<file path="src/rtl/l2_flush_ctrl_pkg.sv">
// Shared types and constants for the L2 flush controller.
package l2_flush_ctrl_pkg;

  typedef enum logic [1:0] {
    IDLE,
    ISSUE,
    WAIT,
    RESP
  } state_t;

  localparam int unsigned FLUSH_ALL_MAX_BITS = 128;
  localparam logic [FLUSH_ALL_MAX_BITS-1:0] FLUSH_ALL = '1;

  localparam int unsigned WDOG_CNT_BITS = 32;

endpackage

</file>
<file path="src/rtl/l2_flush_ctrl_if.sv">
// Requester and L2 flush-port signals of the flush controller.
interface l2_flush_ctrl_if #(
  parameter int unsigned NREQ      = 5,
  parameter int unsigned ADDR_BITS = 48
);
  logic [NREQ-1:0]           i_req_valid;
  logic [NREQ*ADDR_BITS-1:0] i_req_addr;
  logic [NREQ-1:0]           o_req_ready;
  logic [NREQ-1:0]           o_resp_valid;
  logic [NREQ-1:0]           o_resp_err;
  logic                      o_flush_valid;
  logic [ADDR_BITS-1:0]      o_flush_address;
  logic                      i_flush_end;
  logic                      o_busy;

  modport master (
    output i_req_valid, i_req_addr, i_flush_end,
    input  o_req_ready, o_resp_valid, o_resp_err, o_flush_valid, o_flush_address, o_busy
  );

  modport slave (
    input  i_req_valid, i_req_addr, i_flush_end,
    output o_req_ready, o_resp_valid, o_resp_err, o_flush_valid, o_flush_address, o_busy
  );
endinterface

</file>
<file path="src/rtl/l2_flush_rr_arb.sv">
// Combinational round-robin pick: first pending slot above rr_ptr, wrapping.
module l2_flush_rr_arb #(
  parameter int unsigned NREQ  = 5,
  parameter int unsigned IDX_W = 3
) (
  input  logic [NREQ-1:0]  pending,
  input  logic [IDX_W-1:0] rr_ptr,
  output logic [NREQ-1:0]  grant_oh,
  output logic [IDX_W-1:0] grant_idx,
  output logic             grant_any
);

  int unsigned slot;

  always_comb begin
    grant_oh  = '0;
    grant_idx = '0;
    grant_any = |pending;
    slot      = 0;
    for (int unsigned i = 1; i <= NREQ; i++) begin
      slot = int'(rr_ptr) + i;
      if (slot >= NREQ) slot = slot - NREQ;
      if (pending[IDX_W'(slot)] && (grant_oh == '0)) begin
        grant_oh[IDX_W'(slot)] = 1'b1;
        grant_idx              = IDX_W'(slot);
      end
    end
  end

endmodule

</file>
<file path="src/rtl/l2_flush_ctrl.sv">
// L2 flush sequencer: round-robin grant, coalescing of identical requests, one flush in flight.
// Optional watchdog in WAIT when L2_FLUSH_TIMEOUT_EN is defined.
module l2_flush_ctrl
  import l2_flush_ctrl_pkg::*;
#(
  parameter int unsigned NREQ           = 5,
  parameter int unsigned ADDR_BITS      = 48,
  parameter int unsigned LINE_BITS      = 5,
  parameter int unsigned TIMEOUT_CYCLES = 65535
) (
  input logic            i_clk,
  input logic            i_rst,
  l2_flush_ctrl_if.slave bus
);

  localparam int unsigned IDX_W = (NREQ > 1) ? $clog2(NREQ) : 1;
  localparam logic [ADDR_BITS-1:0] ALL_ONES  = FLUSH_ALL[ADDR_BITS-1:0];
  localparam logic [ADDR_BITS-1:0] LINE_MASK = {{(ADDR_BITS-LINE_BITS){1'b1}}, {LINE_BITS{1'b0}}};

  if (TIMEOUT_CYCLES < 2) begin : g_bad_timeout
    $error("TIMEOUT_CYCLES must be at least 2");
  end

  state_t               state_q, state_d;
  logic [NREQ-1:0]      pending_q, mask_q, accept, match, resp_clr, grant_oh;
  logic [ADDR_BITS-1:0] addr_q   [NREQ];
  logic [ADDR_BITS-1:0] req_norm [NREQ];
  logic [ADDR_BITS-1:0] flush_addr_q, sel_addr;
  logic [IDX_W-1:0]     rr_ptr_q, grant_q, grant_idx;
  logic                 grant_any, timeout_hit;

  l2_flush_rr_arb #(
    .NREQ  (NREQ),
    .IDX_W (IDX_W)
  ) u_arb (
    .pending   (pending_q),
    .rr_ptr    (rr_ptr_q),
    .grant_oh  (grant_oh),
    .grant_idx (grant_idx),
    .grant_any (grant_any)
  );

  assign accept   = bus.i_req_valid & ~pending_q;
  assign resp_clr = (state_q == RESP) ? mask_q : '0;

  always_comb begin
    sel_addr = '0;
    match    = '0;
    for (int unsigned n = 0; n < NREQ; n++) begin
      req_norm[n] = bus.i_req_addr[n*ADDR_BITS +: ADDR_BITS];
      if (req_norm[n] != ALL_ONES) req_norm[n] = req_norm[n] & LINE_MASK;
      if (grant_oh[n]) sel_addr = addr_q[n];
      match[n] = pending_q[n] && (addr_q[n] == flush_addr_q);
    end
  end

  always_comb begin
    state_d = state_q;
    case (state_q)
      IDLE:    if (grant_any) state_d = ISSUE;
      ISSUE:   state_d = WAIT;
      WAIT:    if (bus.i_flush_end || timeout_hit) state_d = RESP;
      RESP:    state_d = IDLE;
      default: state_d = IDLE;
    endcase
  end

  always_ff @(posedge i_clk or posedge i_rst) begin
    if (i_rst) state_q <= IDLE;
    else       state_q <= state_d;
  end

  // Coalesce mask is captured in ISSUE from the current pending set, so
  // requests accepted on or after the ISSUE edge wait for a later flush.
  always_ff @(posedge i_clk or posedge i_rst) begin
    if (i_rst) begin
      pending_q    <= '0;
      mask_q       <= '0;
      flush_addr_q <= '0;
      rr_ptr_q     <= '0;
      grant_q      <= '0;
      for (int unsigned n = 0; n < NREQ; n++) addr_q[n] <= '0;
    end else begin
      pending_q <= (pending_q & ~resp_clr) | accept;
      for (int unsigned n = 0; n < NREQ; n++) begin
        if (accept[n]) addr_q[n] <= req_norm[n];
      end
      if (state_q == IDLE && grant_any) begin
        flush_addr_q <= sel_addr;
        grant_q      <= grant_idx;
      end
      if (state_q == ISSUE) mask_q   <= match;
      if (state_q == RESP)  rr_ptr_q <= grant_q;
    end
  end

`ifdef L2_FLUSH_TIMEOUT_EN
  logic [WDOG_CNT_BITS-1:0] wdog_q;
  logic                     timed_out_q;

  // Counter holds k-1 in the k-th WAIT cycle; firing one step early means
  // the transition happens on the edge where it would reach TIMEOUT_CYCLES-1.
  localparam logic [WDOG_CNT_BITS-1:0] WDOG_LAST = WDOG_CNT_BITS'(TIMEOUT_CYCLES - 2);

  assign timeout_hit = (state_q == WAIT) && !bus.i_flush_end && (wdog_q == WDOG_LAST);

  always_ff @(posedge i_clk or posedge i_rst) begin
    if (i_rst) begin
      wdog_q      <= '0;
      timed_out_q <= 1'b0;
    end else if (state_q == ISSUE) begin
      wdog_q      <= '0;
      timed_out_q <= 1'b0;
    end else if (state_q == WAIT) begin
      wdog_q <= wdog_q + 1'b1;
      if (timeout_hit) timed_out_q <= 1'b1;
    end
  end

  assign bus.o_resp_err = timed_out_q ? resp_clr : '0;
`else
  assign timeout_hit    = 1'b0;
  assign bus.o_resp_err = '0;
`endif

  assign bus.o_req_ready     = ~pending_q;
  assign bus.o_resp_valid    = resp_clr;
  assign bus.o_flush_valid   = (state_q == ISSUE);
  assign bus.o_flush_address = flush_addr_q;
  assign bus.o_busy          = (state_q != IDLE) || (|pending_q);

endmodule
</file>
<file path="src/flat_wrapper.sv">
// flat-port wrapper written by rule: the top's interface ports become plain ports
module l2_flush_ctrl_flat import l2_flush_ctrl_pkg::*;
#(
  parameter int unsigned NREQ           = 5,
  parameter int unsigned ADDR_BITS      = 48,
  parameter int unsigned LINE_BITS      = 5,
  parameter int unsigned TIMEOUT_CYCLES = 65535
)
  (i_clk, i_rst, bus_i_req_valid, bus_i_req_addr, bus_i_flush_end, bus_o_req_ready, bus_o_resp_valid, bus_o_resp_err, bus_o_flush_valid, bus_o_flush_address, bus_o_busy);
  l2_flush_ctrl_if #(.NREQ(NREQ), .ADDR_BITS(ADDR_BITS)) bus_i ();
  input logic i_clk;
  input logic i_rst;
  input wire logic [$bits(bus_i.i_req_valid)-1:0] bus_i_req_valid;
  input wire logic [$bits(bus_i.i_req_addr)-1:0] bus_i_req_addr;
  input wire logic [$bits(bus_i.i_flush_end)-1:0] bus_i_flush_end;
  output wire logic [$bits(bus_i.o_req_ready)-1:0] bus_o_req_ready;
  output wire logic [$bits(bus_i.o_resp_valid)-1:0] bus_o_resp_valid;
  output wire logic [$bits(bus_i.o_resp_err)-1:0] bus_o_resp_err;
  output wire logic [$bits(bus_i.o_flush_valid)-1:0] bus_o_flush_valid;
  output wire logic [$bits(bus_i.o_flush_address)-1:0] bus_o_flush_address;
  output wire logic [$bits(bus_i.o_busy)-1:0] bus_o_busy;
  assign bus_i.i_req_valid = bus_i_req_valid;
  assign bus_i.i_req_addr = bus_i_req_addr;
  assign bus_i.i_flush_end = bus_i_flush_end;
  assign bus_o_req_ready = bus_i.o_req_ready;
  assign bus_o_resp_valid = bus_i.o_resp_valid;
  assign bus_o_resp_err = bus_i.o_resp_err;
  assign bus_o_flush_valid = bus_i.o_flush_valid;
  assign bus_o_flush_address = bus_i.o_flush_address;
  assign bus_o_busy = bus_i.o_busy;
  l2_flush_ctrl #(.NREQ(NREQ), .ADDR_BITS(ADDR_BITS), .LINE_BITS(LINE_BITS), .TIMEOUT_CYCLES(TIMEOUT_CYCLES)) u_core (.i_clk(i_clk), .i_rst(i_rst), .bus(bus_i));
endmodule
</file>
<file path="config.mk">
export PLATFORM = sky130hd
export DESIGN_NAME = l2_flush_ctrl_flat
export DESIGN_NICKNAME = d
export VERILOG_FILES = /design/src/rtl/l2_flush_ctrl_pkg.sv /design/src/rtl/l2_flush_ctrl_if.sv /design/src/rtl/l2_flush_rr_arb.sv /design/src/rtl/l2_flush_ctrl.sv /design/src/flat_wrapper.sv
export SDC_FILE = /design/constraint.sdc
export NUM_CORES = 1
export LEC_CHECK = 0
export CORE_UTILIZATION = 30
export DETAILED_ROUTE_END_ITERATION = 10
export PLACE_DENSITY_LB_ADDON = 0.15
export SKIP_CTS_REPAIR_TIMING = 1
export SLEW_MARGIN = 10
export SYNTH_ARGS = -nofsm -noshare
export SYNTH_HDL_FRONTEND = slang
export SYNTH_SLANG_ARGS = --single-unit
</file>
<file path="constraint.sdc">
create_clock -name i_clk -period 9.8 [get_ports i_clk]
set_input_delay 1.47 -clock i_clk [delete_from_list [all_inputs] [get_ports i_clk]]
set_output_delay 1.47 -clock i_clk [all_outputs]
set_load 0.02 [all_outputs]
</file>
==> results.cfg, run 1 <==
[run_status]
run_status = completed

[global_route]
largest_net_degree_at_the_start_of_global_routing = 159
global_route.usage.total_pct = 27.7
globalRoute.totalOverflow = 0
grt_pass1_vias = 15912
grt_pass1_wl_mm = 117
antenna_found_initial = 1

[placement]
dp.cells = 2715
place.gp.congestion = 0.968
postPlaceCellArea_um2 = 20900
hpwlAfterDp_mm = 65.1
placement.io_buffers = 307

[sta]
drv_slew = 0
finalSetupViolations = 0
max_freq_ghz = 0.165
fin_worst_skew_ps = 31.4
finalHoldViolations = 0
rsz0062_at_grt = no
final.min_clock_period_ps = 6070
fin_setup_tns_ps = 0
worstMarginPinSlew_ps = 1110
max-slew-margin-rel_pct = 25.0
layout_worst_path_cycle_share_pct = 62.0

[job]
drv_cap = 0

[drt]
vias_per_cell = 5.62
postRouteAntennaNets = 0
dr.first_iter.drc_count = 2003
detailroute.via_count = 15615
route.detailed.drc = 0
wl_per_cell_um = 29.6
drt-pass1-iter-count = 8
route.final.wire_length_mm = 82.2

[setup_path]
crit_top_cell = sky130_fd_sc_hd__buf_4
path_class = register to register
worst-endpoint-required_ps = 10260
critPathMaxFanout = 35
path_delay_family = compound AO/OA/AOI/OAI gates
worstPathBufferInverterCount = 4
timing.critical_path.to_type = register
worst_path_largest_cell_delay_ps = 920
critPathLaunchType = register
critical_path_arrival_ps = 6540
critPathSlowestCell = sky130_fd_sc_hd__a2111oi_4
cp_cell_sequence = buf_4 > inv_2 > ha_1 > inv_1 > fa_1 > nor2_1 > o32ai_2 > or4_1 > nand4b_1 > nand3_1 > o41ai_1 > nor4_1 > a2111oi_4 > buf_4 > nand2_1 > o221ai_1

[floorplan]
start_util_pct = 30.5
chip_height_um = 242
io-pin-count = 313
floorplan.rows = 87
fp.dieW_um = 242
dieArea_um2 = 58600
design.core.area_um2 = 56700

[yosys]
synth.yosys.warnings = 0
count_of_flip_flops_with_a_built_in_enable_after_synthesis = 0
synth.yosys.seq_area_share_pct = 44.3
ys_types = 78
asyncSetResetFlopFracSynth_pct = 100
synth_seq_cells = 306
synth_ff_type = sky130_fd_sc_hd__dfrtp_1
synth.avg_cell_area_um2 = 9.78
mappedNetlistArea_um2 = 17300
netlist_instances = 1769

[clocking]
number_of_buffers_added_by_the_clock_tree_synthesis_step = 38
clkSinkCount = 306
clock_tree.root_cell = sky130_fd_sc_hd__clkbuf_16
cts_tree = built
htree_levels = 2
cts-root-to-sink-buffers = 3
clkLatencyLatePin_ps = 570
clk_pin_slew_ps = 60

[final_layout]
antenna_cells = 0
final_core_util_pct = 39.0
fillers = 5619
drive_gt1_share_pct = 11.7
multi_input_gate_area_um2 = 8870
seqCellArea_um2 = 7660
areaGrowthSynthToFinish_pct = 28.0
num-nets-final = 2262
final_common_cell = sky130_fd_sc_hd__nand2_1
layout.cells.most_common_list = sky130_fd_sc_hd__nand2_1, sky130_fd_sc_hd__clkdlybuf4s50_1, sky130_fd_sc_hd__dfrtp_1, sky130_fd_sc_hd__mux2_2, sky130_fd_sc_hd__xnor2_1
layout.cell_area.non_filler_um2 = 22100
layout.cells.non_filler = 2777

[min_path]
hp-class = register to register

[power]
p_per_area_nw_per_um2 = 413
max-vdd-ir-drop_uv = 490
p_leak_nw = 9.29
[path summary, 6_finish.rpt]
path | startpoint | end | slack (ps) | cells past startpoint
min reg2reg | u_core.grant_q[1] | u_core.grant_q[1] | 500 | 2
max in group asynchronous | i_rst | u_core.addr_q[175] | 6620 | 4
max | u_core.rr_ptr_q[0] | u_core.bus.o_flush_address[40] | 3730 | 16
max reg2reg | u_core.rr_ptr_q[0] | u_core.bus.o_flush_address[40] | 3730 | 16
min in group asynchronous | i_rst | u_core.addr_q[73] | 1500 | 3
min | u_core.grant_q[1] | u_core.grant_q[1] | 500 | 2
[cells in the mapped netlist (all sizes together), types with 7 or more instances]
library cell / instances / area [um2]
xnor2: 110 / 963
nor4: 45 / 288
nand3: 8 / 40.0
nand4: 103 / 644
and2: 8 / 50.1
inv: 53 / 199
a21oi: 57 / 289
nor3: 20 / 100
a22o: 7 / 61.3
nand2b: 9 / 56.3
a221o: 43 / 430
nor2: 25 / 93.8
clkbuf: 87 / 327
o221ai: 7 / 61.3
mux2: 130 / 1460
o21ai: 69 / 357
o22ai: 17 / 106
nand2: 336 / 1260
xor2: 94 / 823
nor2b: 16 / 103
a221oi: 12 / 105
ha: 14 / 175
buf: 52 / 307
a222oi: 51 / 510
dfrtp: 306 / 7660
[power breakdown]
group          switching, mW  internal, mW
combinational           3.15          1.95
sequential             0.917          1.67
clock                  0.574         0.879
total                   4.64          4.50
[sequential cells by signal, indices dropped and copies added (netlist names)]
register	cells
u_core.mask_q	5
u_core.pending_q	5
u_core.bus.o_flush_address	48
u_core.state_q	2
u_core.grant_q	3
u_core.addr_q	240
u_core.rr_ptr_q	3
[stage by stage]
| stage | hold WS, ps | power (mW) | setup WS [ps] |
|---|---|---|---|
| floorplan | 447 | 5.63 | 4260 |
| global placement | 484 | 7.56 | 4000 |
| detailed placement | 493 | 7.57 | 3830 |
| CTS | 506 | 9.05 | 3830 |
| global route | 520 | 9.49 | 3290 |
| finish | 497 | 9.15 | 3730 |
[cell families (layout without fill, tap and decap cells)]
kind of cell	Yosys count	after routing	synth area share [%]
simple gates	596	596	16.5
compound gates	322	322	14.4
flops	306	306	44.3
xor+xnor	204	204	10.3
buf+inv	193	441	4.83
mux	132	132	8.58
fa+ha+maj	15	15	1.13
other cells	1	5	0.0217
[worst min-delay path: stages (launching register included)]
cell and delay [ps]:
sky130_fd_sc_hd__dfrtp_1 350, sky130_fd_sc_hd__nand2_1 50, sky130_fd_sc_hd__o21ai_0 60
[routing by layer]
layer  wire [um]  vias to the layer above  track usage, %
li1            -                     6862               -
met1       34500                     7924            36.1
met2       39600                      676            46.3
met3        5130                      151            4.26
met4        3010                        2            10.2
met5           9                        -               0
[cell type report]
class                   count  area share (%)
well taps                 756            4.27
inverters                  54           0.932
flip-flops and latches    306            34.6
repair buffers            325            14.5
clock buffers              49            4.71
multi-input cells        1274            40.0
clock inverters            13           0.910
Note: power is estimated with default switching activity, not from simulation.
==> run 2, diff against run 1 <==
- clock period: 9.8 -> 5.15 ns (I/O delays scaled with it)
==> run 2 against run 1 <==
Net effect:
- sequential share of layout area decreased by 0.99 points
- cell area increased by 2.9%
- via count increased by 3.3%
- core utilization increased by 1.1 points
- clock power increased by 81%
- register-to-register slack got worse by 3600 ps
- worst hold slack got worse by 4.5 ps
- clock-buffer cell count increased by 6
- critical path depth increased by 3
- first-iteration DRC count increased by 1.0%
- largest cell class unchanged
==> results.cfg, run 2 (synthesis results as in run 1) <==
[final_layout]
largest_register = u_core.addr_q
final_core_util_pct = 40.2
areaGrowthSynthToFinish_pct = 31.8
num-nets-final = 2341
drive_gt1_share_pct = 15.0
antenna_cells = 0
layout.cells.non_filler = 2858
layout.cells.most_common_list = sky130_fd_sc_hd__nand2_1, sky130_fd_sc_hd__clkdlybuf4s50_1, sky130_fd_sc_hd__dfrtp_1, sky130_fd_sc_hd__mux2_2, sky130_fd_sc_hd__xnor2_1
largest_register_ffs = 240
final_common_cell = sky130_fd_sc_hd__nand2_1

[global_route]
antenna_found_initial = 0
globalRoute.totalOverflow = 0
largest_net_degree_at_the_start_of_global_routing = 114
global_route.usage.total_pct = 28.1
grt_pass1_vias = 16120
grt_pass1_wl_mm = 118

[placement]
hpwlAfterDp_mm = 67.2
placement.io_buffers = 307
dp.cells = 2792
place.gp.congestion = 0.965

[setup_path]
critical_path.reg2reg.endpoint = u_core.bus.o_flush_address[7]
worst-endpoint-required_ps = 5620
critical_path.reg2reg.startpoint = u_core.rr_ptr_q[1]
critPathLaunchType = register
r2r.worst_path.cells = 19
setup.reg_to_reg.worst_slack_ps = 100
critical_path_arrival_ps = 5520
timing.critical_path.to_type = register
critical_path.endpoint = u_core.bus.o_flush_address[7]
path_class = register to register
timing.critical_path.from = u_core.rr_ptr_q[1]
critPathMaxFanout = 12

[sta]
final.min_clock_period_ps = 5050
max_freq_ghz = 0.198
drv_slew = 0
fin_setup_tns_ps = 0
max-slew-margin-rel_pct = 33.2
worstMarginPinSlew_ps = 993
post_route_worst_hold_slack_ps = 492
layout_worst_path_cycle_share_pct = 98.1
rsz0062_at_grt = no
finalHoldViolations = 0
finalSetupViolations = 0
fin_worst_skew_ps = 19.6

[power]
p_leak_nw = 9.68
clkPwrFrac_pct = 13.8
power.share.sequential_pct = 26.0
max-vdd-ir-drop_uv = 922
power.combinational.fraction_pct = 60.2
intPower_mw = 9.75
total_switching_power_mw = 9.30
p_per_area_nw_per_um2 = 836
switching_share_of_power_pct = 48.8
post-layout-total-power_mw = 19.0

[clocking]
clkSinkCount = 306
cts-root-to-sink-buffers = 3
clk_pin_slew_ps = 60
clock_tree.root_cell = sky130_fd_sc_hd__clkbuf_16
clkLatencyLatePin_ps = 580
number_of_buffers_added_by_the_clock_tree_synthesis_step = 39
htree_levels = 2
cts_tree = built

[floorplan]
chip_height_um = 242
io-pin-count = 313
start_util_pct = 30.5
dieArea_um2 = 58600
design.core.area_um2 = 56700
floorplan.rows = 87
fp.dieW_um = 242

[job]
drv_cap = 0

[drt]
dr.first_iter.drc_count = 2024
postRouteAntennaNets = 0
route.detailed.drc = 0
route.final.wire_length_mm = 84.3
detailroute.via_count = 16126
drt-pass1-iter-count = 9
wl_per_cell_um = 29.5
vias_per_cell = 5.64

[run_status]
run_status = completed

[min_path]
hp-class = register to register
run 2: cell count changes in the layout (fill, tap and decap cells not counted), moves of 4 or more:
cell	delta
sky130_fd_sc_hd__bufinv_16	-4
sky130_fd_sc_hd__buf_4	+71
sky130_fd_sc_hd__buf_12	+6
sky130_fd_sc_hd__clkbuf_1	+4
run 2: cell type report:
| cell class | instances | area (um2) |
|---|---|---|
| Multi-Input combinational cell | 1274 | 8900 |
| Tap cell | 756 | 946 |
| Fill cell | 5590 | 33900 |
| Timing Repair Buffer | 403 | 3880 |
| Clock buffer | 55 | 1100 |
| Clock inverter | 10 | 98.8 |
| Inverter | 54 | 206 |
| Sequential cell | 306 | 7660 |
run 2: worst min-delay path by stage:
| stage | start | endpoint | cells after the start |
|---|---|---|---|
| floorplan | u_core.mask_q[2] | u_core.mask_q[2] | 1 |
| global placement | u_core.grant_q[2] | u_core.rr_ptr_q[2] | 2 |
| detailed placement | u_core.grant_q[2] | u_core.rr_ptr_q[2] | 2 |
| CTS | u_core.grant_q[2] | u_core.rr_ptr_q[2] | 2 |
| global route | u_core.addr_q[37] | u_core.bus.o_flush_address[37] | 1 |
| finish | u_core.grant_q[2] | u_core.rr_ptr_q[2] | 2 |
run 2: worst max-delay path: stages (launching register included):
cell	delay (ps)
sky130_fd_sc_hd__dfrtp_1	380
sky130_fd_sc_hd__buf_4	180
sky130_fd_sc_hd__inv_2	160
sky130_fd_sc_hd__ha_1	270
sky130_fd_sc_hd__buf_4	190
sky130_fd_sc_hd__nand2b_1	190
sky130_fd_sc_hd__o21bai_1	220
sky130_fd_sc_hd__a211oi_2	330
sky130_fd_sc_hd__nor4_2	110
sky130_fd_sc_hd__o41ai_1	460
sky130_fd_sc_hd__a31o_2	280
sky130_fd_sc_hd__nor3_1	130
sky130_fd_sc_hd__a221oi_2	320
sky130_fd_sc_hd__buf_4	180
sky130_fd_sc_hd__o41ai_4	100
sky130_fd_sc_hd__buf_4	220
sky130_fd_sc_hd__a222oi_1	630
sky130_fd_sc_hd__buf_4	220
sky130_fd_sc_hd__a21oi_1	60
sky130_fd_sc_hd__a221o_1	270
run 2: metrics by stage:
stage	area (um2)	setup slack (ps)
floorplan	17300	307
global placement	21600	11.8
detailed placement	21600	66.5
CTS	22700	40.1
global route	22800	1.85
finish	22800	97.6
run 2: routing by layer:
layer	global-route usage, %	part of all wire (%)	vias up	wire length, um
li1	-	-	7025	-
met1	36.9	42	8209	35200
met2	46.3	48	748	40200
met3	5.03	7.0	144	5860
met4	9.94	3.5	0	2980
met5	0	0	-	0
run 2: power by group through the flow:
stage | registers (mW) | logic (mW) | clock network [mW]
3_5_place_dp | 4.94 | 11.1 | 0
3_3_place_gp | 4.94 | 11.1 | 0
2_1_floorplan | 3.93 | 6.78 | 0
4_1_cts | 4.90 | 11.1 | 2.68
6_report | 4.95 | 11.5 | 2.63
5_1_grt | 4.97 | 12.0 | 2.78
